### src/rtl/receiver_fsm_if.sv
// Handshake and delivery signals of the CDC receive end, grouped as one bundle.
// Parity signals exist only when CDC_RX_PARITY_EN is defined.
interface receiver_fsm_if #(
    parameter int unsigned DATA_W = 8
);
    logic              req_in;
    logic [DATA_W-1:0] din;
    logic              ack_out;
    logic [DATA_W-1:0] dout;
    logic              dout_valid;
    logic              dout_ready;
    logic              busy;
`ifdef CDC_RX_PARITY_EN
    logic              din_par;
    logic              par_err;

    modport slave (
        input  req_in, din, dout_ready, din_par,
        output ack_out, dout, dout_valid, busy, par_err
    );
    modport master (
        output req_in, din, dout_ready, din_par,
        input  ack_out, dout, dout_valid, busy, par_err
    );
`else
    modport slave (
        input  req_in, din, dout_ready,
        output ack_out, dout, dout_valid, busy
    );
    modport master (
        output req_in, din, dout_ready,
        input  ack_out, dout, dout_valid, busy
    );
`endif
endinterface

### src/rtl/receiver_fsm.sv
// Receive end of a 4-phase req/ack CDC handshake with a one-entry holding buffer.
// Optional even-parity checking is enabled by defining CDC_RX_PARITY_EN.
module receiver_fsm #(
    parameter int unsigned DATA_W      = 8,
    parameter int unsigned SYNC_STAGES = 2
) (
    input logic           clk,
    input logic           reset,
    receiver_fsm_if.slave bus
);

    typedef enum logic [1:0] {
        RIdle = 2'b00,
        RHold = 2'b01,
        RAck1 = 2'b10
    } state_e;

    state_e                 state_q, state_d;
    logic [SYNC_STAGES-1:0] sync_q;
    logic                   ack_q;
    logic [DATA_W-1:0]      dout_q;
    logic                   dout_valid_q;
    logic                   req_sync;
    logic                   can_load;
    logic                   load;

    assign req_sync = sync_q[SYNC_STAGES-1];
    assign can_load = !dout_valid_q || bus.dout_ready;

    // A word is only taken while req_sync is high; a drop in RHold abandons the transfer.
    always_comb begin
        state_d = state_q;
        load    = 1'b0;
        case (state_q)
            RIdle: begin
                if (req_sync) begin
                    if (can_load) begin
                        load    = 1'b1;
                        state_d = RAck1;
                    end else begin
                        state_d = RHold;
                    end
                end
            end
            RHold: begin
                if (!req_sync) begin
                    state_d = RIdle;
                end else if (can_load) begin
                    load    = 1'b1;
                    state_d = RAck1;
                end
            end
            RAck1: begin
                if (!req_sync) state_d = RIdle;
            end
            default: state_d = RIdle;
        endcase
    end

    always_ff @(posedge clk) begin
        if (reset) begin
            sync_q       <= '0;
            state_q      <= RIdle;
            ack_q        <= 1'b0;
            dout_q       <= '0;
            dout_valid_q <= 1'b0;
        end else begin
            sync_q  <= {sync_q[SYNC_STAGES-2:0], bus.req_in};
            state_q <= state_d;
            // Look-ahead so ack is a clean flop output aligned with the load edge.
            ack_q   <= (state_d == RAck1);
            if (load) begin
                dout_q       <= bus.din;
                dout_valid_q <= 1'b1;
            end else if (dout_valid_q && bus.dout_ready) begin
                dout_valid_q <= 1'b0;
            end
        end
    end

`ifdef CDC_RX_PARITY_EN
    logic par_err_q;

    always_ff @(posedge clk) begin
        if (reset) begin
            par_err_q <= 1'b0;
        end else if (load) begin
            par_err_q <= par_err_q | (^bus.din ^ bus.din_par);
        end
    end

    assign bus.par_err = par_err_q;
`endif

    assign bus.ack_out    = ack_q;
    assign bus.dout       = dout_q;
    assign bus.dout_valid = dout_valid_q;
    assign bus.busy       = (state_q != RIdle);

endmodule

### src/flat_wrapper.sv
// flat-port wrapper written by rule: the top's interface ports become plain ports
module receiver_fsm_flat 
#(
    parameter int unsigned DATA_W      = 8,
    parameter int unsigned SYNC_STAGES = 2
)
  (clk, reset, bus_req_in, bus_din, bus_dout_ready, bus_ack_out, bus_dout, bus_dout_valid, bus_busy);
  receiver_fsm_if #(.DATA_W(DATA_W)) bus_i ();
  input logic clk;
  input logic reset;
  input wire logic [$bits(bus_i.req_in)-1:0] bus_req_in;
  input wire logic [$bits(bus_i.din)-1:0] bus_din;
  input wire logic [$bits(bus_i.dout_ready)-1:0] bus_dout_ready;
  output wire logic [$bits(bus_i.ack_out)-1:0] bus_ack_out;
  output wire logic [$bits(bus_i.dout)-1:0] bus_dout;
  output wire logic [$bits(bus_i.dout_valid)-1:0] bus_dout_valid;
  output wire logic [$bits(bus_i.busy)-1:0] bus_busy;
  assign bus_i.req_in = bus_req_in;
  assign bus_i.din = bus_din;
  assign bus_i.dout_ready = bus_dout_ready;
  assign bus_ack_out = bus_i.ack_out;
  assign bus_dout = bus_i.dout;
  assign bus_dout_valid = bus_i.dout_valid;
  assign bus_busy = bus_i.busy;
  receiver_fsm #(.DATA_W(DATA_W), .SYNC_STAGES(SYNC_STAGES)) u_core (.clk(clk), .reset(reset), .bus(bus_i));
endmodule
### config.mk
export PLATFORM = sky130hd
export DESIGN_NAME = receiver_fsm_flat
export DESIGN_NICKNAME = d
export VERILOG_FILES = /design/src/rtl/receiver_fsm_if.sv /design/src/rtl/receiver_fsm.sv /design/src/flat_wrapper.sv
export SDC_FILE = /design/constraint.sdc
export NUM_CORES = 1
export LEC_CHECK = 0
export ABC_CLOCK_PERIOD_IN_PS = 2500
export BUFFER_PORTS_ARGS = -buffer_cell sky130_fd_sc_hd__clkbuf_2
export CAP_MARGIN = 20
export CORE_MARGIN = 4
export CORE_UTILIZATION = 25
export DETAILED_ROUTE_END_ITERATION = 16
export PLACE_DENSITY_LB_ADDON = 0.25
export SETUP_SLACK_MARGIN = 0.05
export SLEW_MARGIN = 20
export SYNTH_ARGS = -nofsm -noshare
export SYNTH_HDL_FRONTEND = slang
export SYNTH_SLANG_ARGS = --single-unit
### constraint.sdc
create_clock -name clk -period 2.5 [get_ports clk]
set_input_delay 0.125 -clock clk [delete_from_list [all_inputs] [get_ports clk]]
set_output_delay 0.125 -clock clk [all_outputs]
set_load 0.03 [all_outputs]
# Word level (Yosys, flattened, before mapping)

Cells that the tools add are included.

Output and inout bits: 11
Bits in registers: 14
Input port bits: 12
Word-level logic and storage cells: 26

Multiplexer cells: 11
Reduce and logical (&&, ||, !) cells: 7
Equality and inequality tests: 3

Operator list:

| operator                                                              | number |
|---|---|
| 2-bit two-way mux                                                     | 5 |
| 2-bit one-hot mux with 3 select lines                                 | 1 |
| 1-bit two-way mux                                                     | 5 |
| 2-bit equality test, second input constant                            | 2 |
| 2-bit nonzero test                                                    | 2 |
| 2-bit by 1-bit equality test with 1-bit output, second input constant | 1 |
| 2-bit zero test                                                       | 1 |
| 2-bit OR reduction                                                    | 1 |
| 1-bit logical AND                                                     | 1 |
| 1-bit zero test                                                       | 1 |
| 1-bit logical OR                                                      | 1 |

# Logic depth before layout (Yosys ltp)

Depth after elaboration: 6
Gate-level depth with buffers: 4
Depth with buffers taken out: 3

# Worst setup path after synthesis

OpenSTA, ideal clock, no wires.

Path kind: reg2reg
Start: register u_core.dout_valid_q, in the netlist u_core.bus.dout_valid
End: register u_core.ack_q, in the netlist u_core.bus.ack_out
Clock period less this slack: 1147 ps
Arrival time: 1032 ps
Slack: 1353 ps
Stages on the path, launching flop included: 5
Buffers on the path: 1
Required time: 2385 ps
Setup time: 115 ps
Path through: dfxtp_1 > nand2b_4 > nor2b_4 > buf_6 > o21ba_1

Longest elaborated chain between the ends: 6
Elaborated cells between the ends (all ways): 8
Those cells by class: 1 x eq/ne; 5 x mux; 2 x reduce/logical

RTL lines:

| what                                        | RTL line                               | source |
|---|---|---|
| start: declaration                          | receiver_fsm.sv:22                     | `logic dout_valid_q;` |
| start signal: assignment                    | receiver_fsm.sv:66                     | `dout_valid_q <= 1'b0;` |
| start signal: assignment                    | receiver_fsm.sv:74                     | `dout_valid_q <= 1'b1;` |
| start signal: assignment                    | receiver_fsm.sv:76                     | `dout_valid_q <= 1'b0;` |
| 1-bit zero test (*)                         | receiver_fsm.sv:28                     | `assign can_load = !dout_valid_q \|\| bus.dout_ready;` |
| 1-bit logical OR (*)                        | receiver_fsm.sv:28                     |  |
| 2-bit two-way mux, on equally long branches | receiver_fsm.sv:48, receiver_fsm.sv:37 |  |
| 2-bit two-way mux, on equally long branches | receiver_fsm.sv:46, receiver_fsm.sv:36 |  |
| 2-bit one-hot mux with 3 select lines (*)   | receiver_fsm.sv:34                     | `case (state_q)` |
| 2-bit equality test (*)                     | receiver_fsm.sv:71                     | `ack_q <= (state_d == RAck1);` |
| end signal: assignment                      | receiver_fsm.sv:71                     |  |
| end: declaration                            | receiver_fsm.sv:20                     | `logic ack_q;` |

Mark *: on every way between the ends. The rest lies on a longest branch, timed or not.
A chain may end at the register's enable or synchronous reset.

# Final worst setup path

Start: register u_core.state_q[0]
End: output port bus_busy

Longest elaborated chain between the ends: 1

RTL lines:

| what                     | RTL line           | source |
|---|---|---|
| start: declaration       | receiver_fsm.sv:18 | `state_e state_q, state_d;` |
| start signal: assignment | receiver_fsm.sv:63 | `state_q <= RIdle;` |
| start signal: assignment | receiver_fsm.sv:69 | `state_q <= state_d;` |
| 2-bit nonzero test       | receiver_fsm.sv:98 | `assign bus.busy = (state_q != RIdle);` |
| end: declaration         | flat_wrapper.sv:17 | `output wire logic [$bits(bus_i.busy)-1:0] bus_busy;` |

Every way passes these cells.

==> reports/results.ini <==
[clock_tree]
cts_resized=0
cts_num_sinks=14
cts-hold-fix-buffers=0
post_cts_buffers=0
cts_tree=yes
htreeDepth=1
root_buffer=clkbuf_4
cts_buffers=3
cts.path.max_buffers=2
clk_latency_ps=270
clk_pin_slew_ps=80

[worst_setup_path]
cp-end-kind=output port
crit_type=register to output port
start_kind=register
startpoint=u_core.state_q[0]
reg2reg_slack_ps=1400
crit_family=flip-flops
reg2reg_to=u_core.bus.dout[4]
crit_path_cell_trace=or2_2 -> clkbuf_2
cpPeakStageDelay_ps=310
cp_data_arrival_time_ps=1040
crit_path_max_fanout=2
cp.buffers_inverters=1
required_ps=2380
timing.rr.start=u_core.state_q[1]
slowest_stage=dfxtp_1
rr_worst_depth=3

[drt]
drt_first_pass_iters=2
detail-route-antenna-nets=0
vias=401
drt-total-wl_um=981
post_drt_via_cell_ratio=3.93
remaining_drc_errors=0
wire_per_inst_um=9.62
drt_iter0_markers=4

[die]
die_h_um=56.1
dieArea_sq_um=3150
dieWidth_um=56.1
io_pins=23
rows=17
initial_core_util_pct=26.1
core_area_sq_um=2210

[hold_path]
min_to=u_core.sync_q[0]
holdCritStartpoint=bus_req_in
hp-class=input pin to register
min_path_cells=2

[sta]
setup_viol=0
fin_crit_ps=1170
tns_ps=0
slew_viol_final=0
fin_crit_sh_pct=46.7
whs_ps=78.5
max_freq_mhz=856
worstMarginPinSlew_ps=353
hold_viol_final=0
fin_skew_ps=0.344
rsz0062_at_grt=false
relSlewSlack_pct=76.4

[cells_and_area]
syn_to_final_growth_pct=25.8
num-nets-final=88
fillers=245
drive_above_1_share_pct=39.2
fin_util_pct=32.9
n_antenna_cell=0

[place]
hpwl_um=728
io_buffer_count=22
place_congestion=0.591

[power_and_ir_drop]
p_sw_mw=0.0972
p_int_mw=0.310
leakage_nw=0.339
p_per_area_nw_per_um2=561
combPwrFrac_pct=12.7
swShare_pct=23.8
vdd_drop_max_v=0.000244
power.clock.fraction_pct=29.8
pwr-share-seq_pct=57.6

[synthesis]
ys_seq_area_share_pct=48.5
synth_nets=64
netlist.area_leader.share_pct=48.5
synthCells=52
syn_avg_cell_area_sq_um=11.1
ys_warn_count=0
ys_types=13
ys_ff_latch=14
synth_largest_area_cell=dfxtp_1
ys_top_cells_by_area=dfxtp_1, nand2b_1, mux2i_1, nand2b_4, o21ba_1
synth_area_sq_um=578

[grt]
grt_pass1_vias=427
grt_max_degree=23
antenna_found_initial=0
grt_use_total_pct=7.14
grt_pass1_wl_mm=1.81
overflow=0

[run_status]
status=complete, no violations

[flow_run]
maxCapViolCount=0

-- worst reg2reg max path, cell delays in order (launching register included) --
cell and delay [ps]:
dfxtp_1 320, nand2b_4 150, nor2b_4 320, mux2i_1 240
-- state kept, by name (all words and copies together), names as in the netlist --
| register | cells |
|---|---|
| u_core.bus.ack_out | 1 |
| u_core.bus.dout | 8 |
| u_core.bus.dout_valid | 1 |
| u_core.state_q | 2 |
| u_core.sync_q | 2 |
-- area by class of cell --
class,count,area (sq um),share of cell area [%]
multi-input cells,35,279,38.4
flip-flops and latches,14,280,38.6
repair buffers,22,110,15.1
well taps,28,35.0,4.82
clock buffers,3,22.5,3.10
-- synth_stat cells (all sizes together) --
| cell | n |
|---|---|
| mux2i | 8 |
| clkbuf | 2 |
| a21oi | 1 |
| nor3 | 1 |
| and3b | 1 |
| nand2b | 18 |
| dfxtp | 14 |
| buf | 1 |
| or2 | 1 |
| o21ba | 2 |
| nor2b | 3 |
-- routing by layer --
metal / global-route usage (%) / routed length [um] / vias to the layer above
met5: 0 / 0 / -
met4: 2.03 / 0 / 0
li1: - / - / 211
met1: 8.47 / 451 / 173
met3: 3.94 / 103 / 0
met2: 11.0 / 426 / 17
-- power by group through the flow --
stage / sequential (mW) / combinational (mW) / clock (mW)
after floorplan: 0.251 / 0.0256 / 0
after global placement: 0.240 / 0.0524 / 0
after detailed placement: 0.240 / 0.0529 / 0
after CTS: 0.235 / 0.0530 / 0.129
after global routing: 0.236 / 0.0572 / 0.138
final: 0.235 / 0.0516 / 0.121
-- stage by stage --
step	area (sq um)	std cells	power, mW	setup slack [ps]
2_1_floorplan	578	52	0.276	1350
5_1_grt	727	102	0.431	1270
6_report	727	102	0.408	1330
3_5_place_dp	704	99	0.293	1390
4_1_cts	727	102	0.417	1310
3_3_place_gp	704	99	0.292	1440
-- kinds of logic (layout without fill, tap and decap cells) --
| logic type | count (synthesis) | after routing | synth area share, % |
|---|---|---|---|
| simple gates | 24 | 24 | 30.1 |
| flops | 14 | 14 | 48.5 |
| mux | 8 | 8 | 13.9 |
| compound gates | 3 | 3 | 4.33 |
| buf+inv | 3 | 25 | 3.25 |
-- cells in the final DEF (no fill, tap or decap) --
master,count
dfxtp_1,14
o21ba_1,2
nand2b_4,2
or2_2,1
nor3_1,1
nand2b_1,16
mux2i_1,8
clkbuf_4,3
nor2b_4,1
nor2b_1,2
and3b_1,1
a21oi_1,1
clkbuf_2,22
-- worst max path at each step --
stage	to	slack, ps	depth (start not counted)
finish	bus_busy	1330	2
global route	bus_busy	1270	2
CTS	bus_busy	1310	2
detailed placement	u_core.bus.dout[4]	1390	3
global placement	u_core.bus.dout[0]	1440	3
floorplan	u_core.bus.ack_out	1350	4
Power figures use the tool's default switching activity.
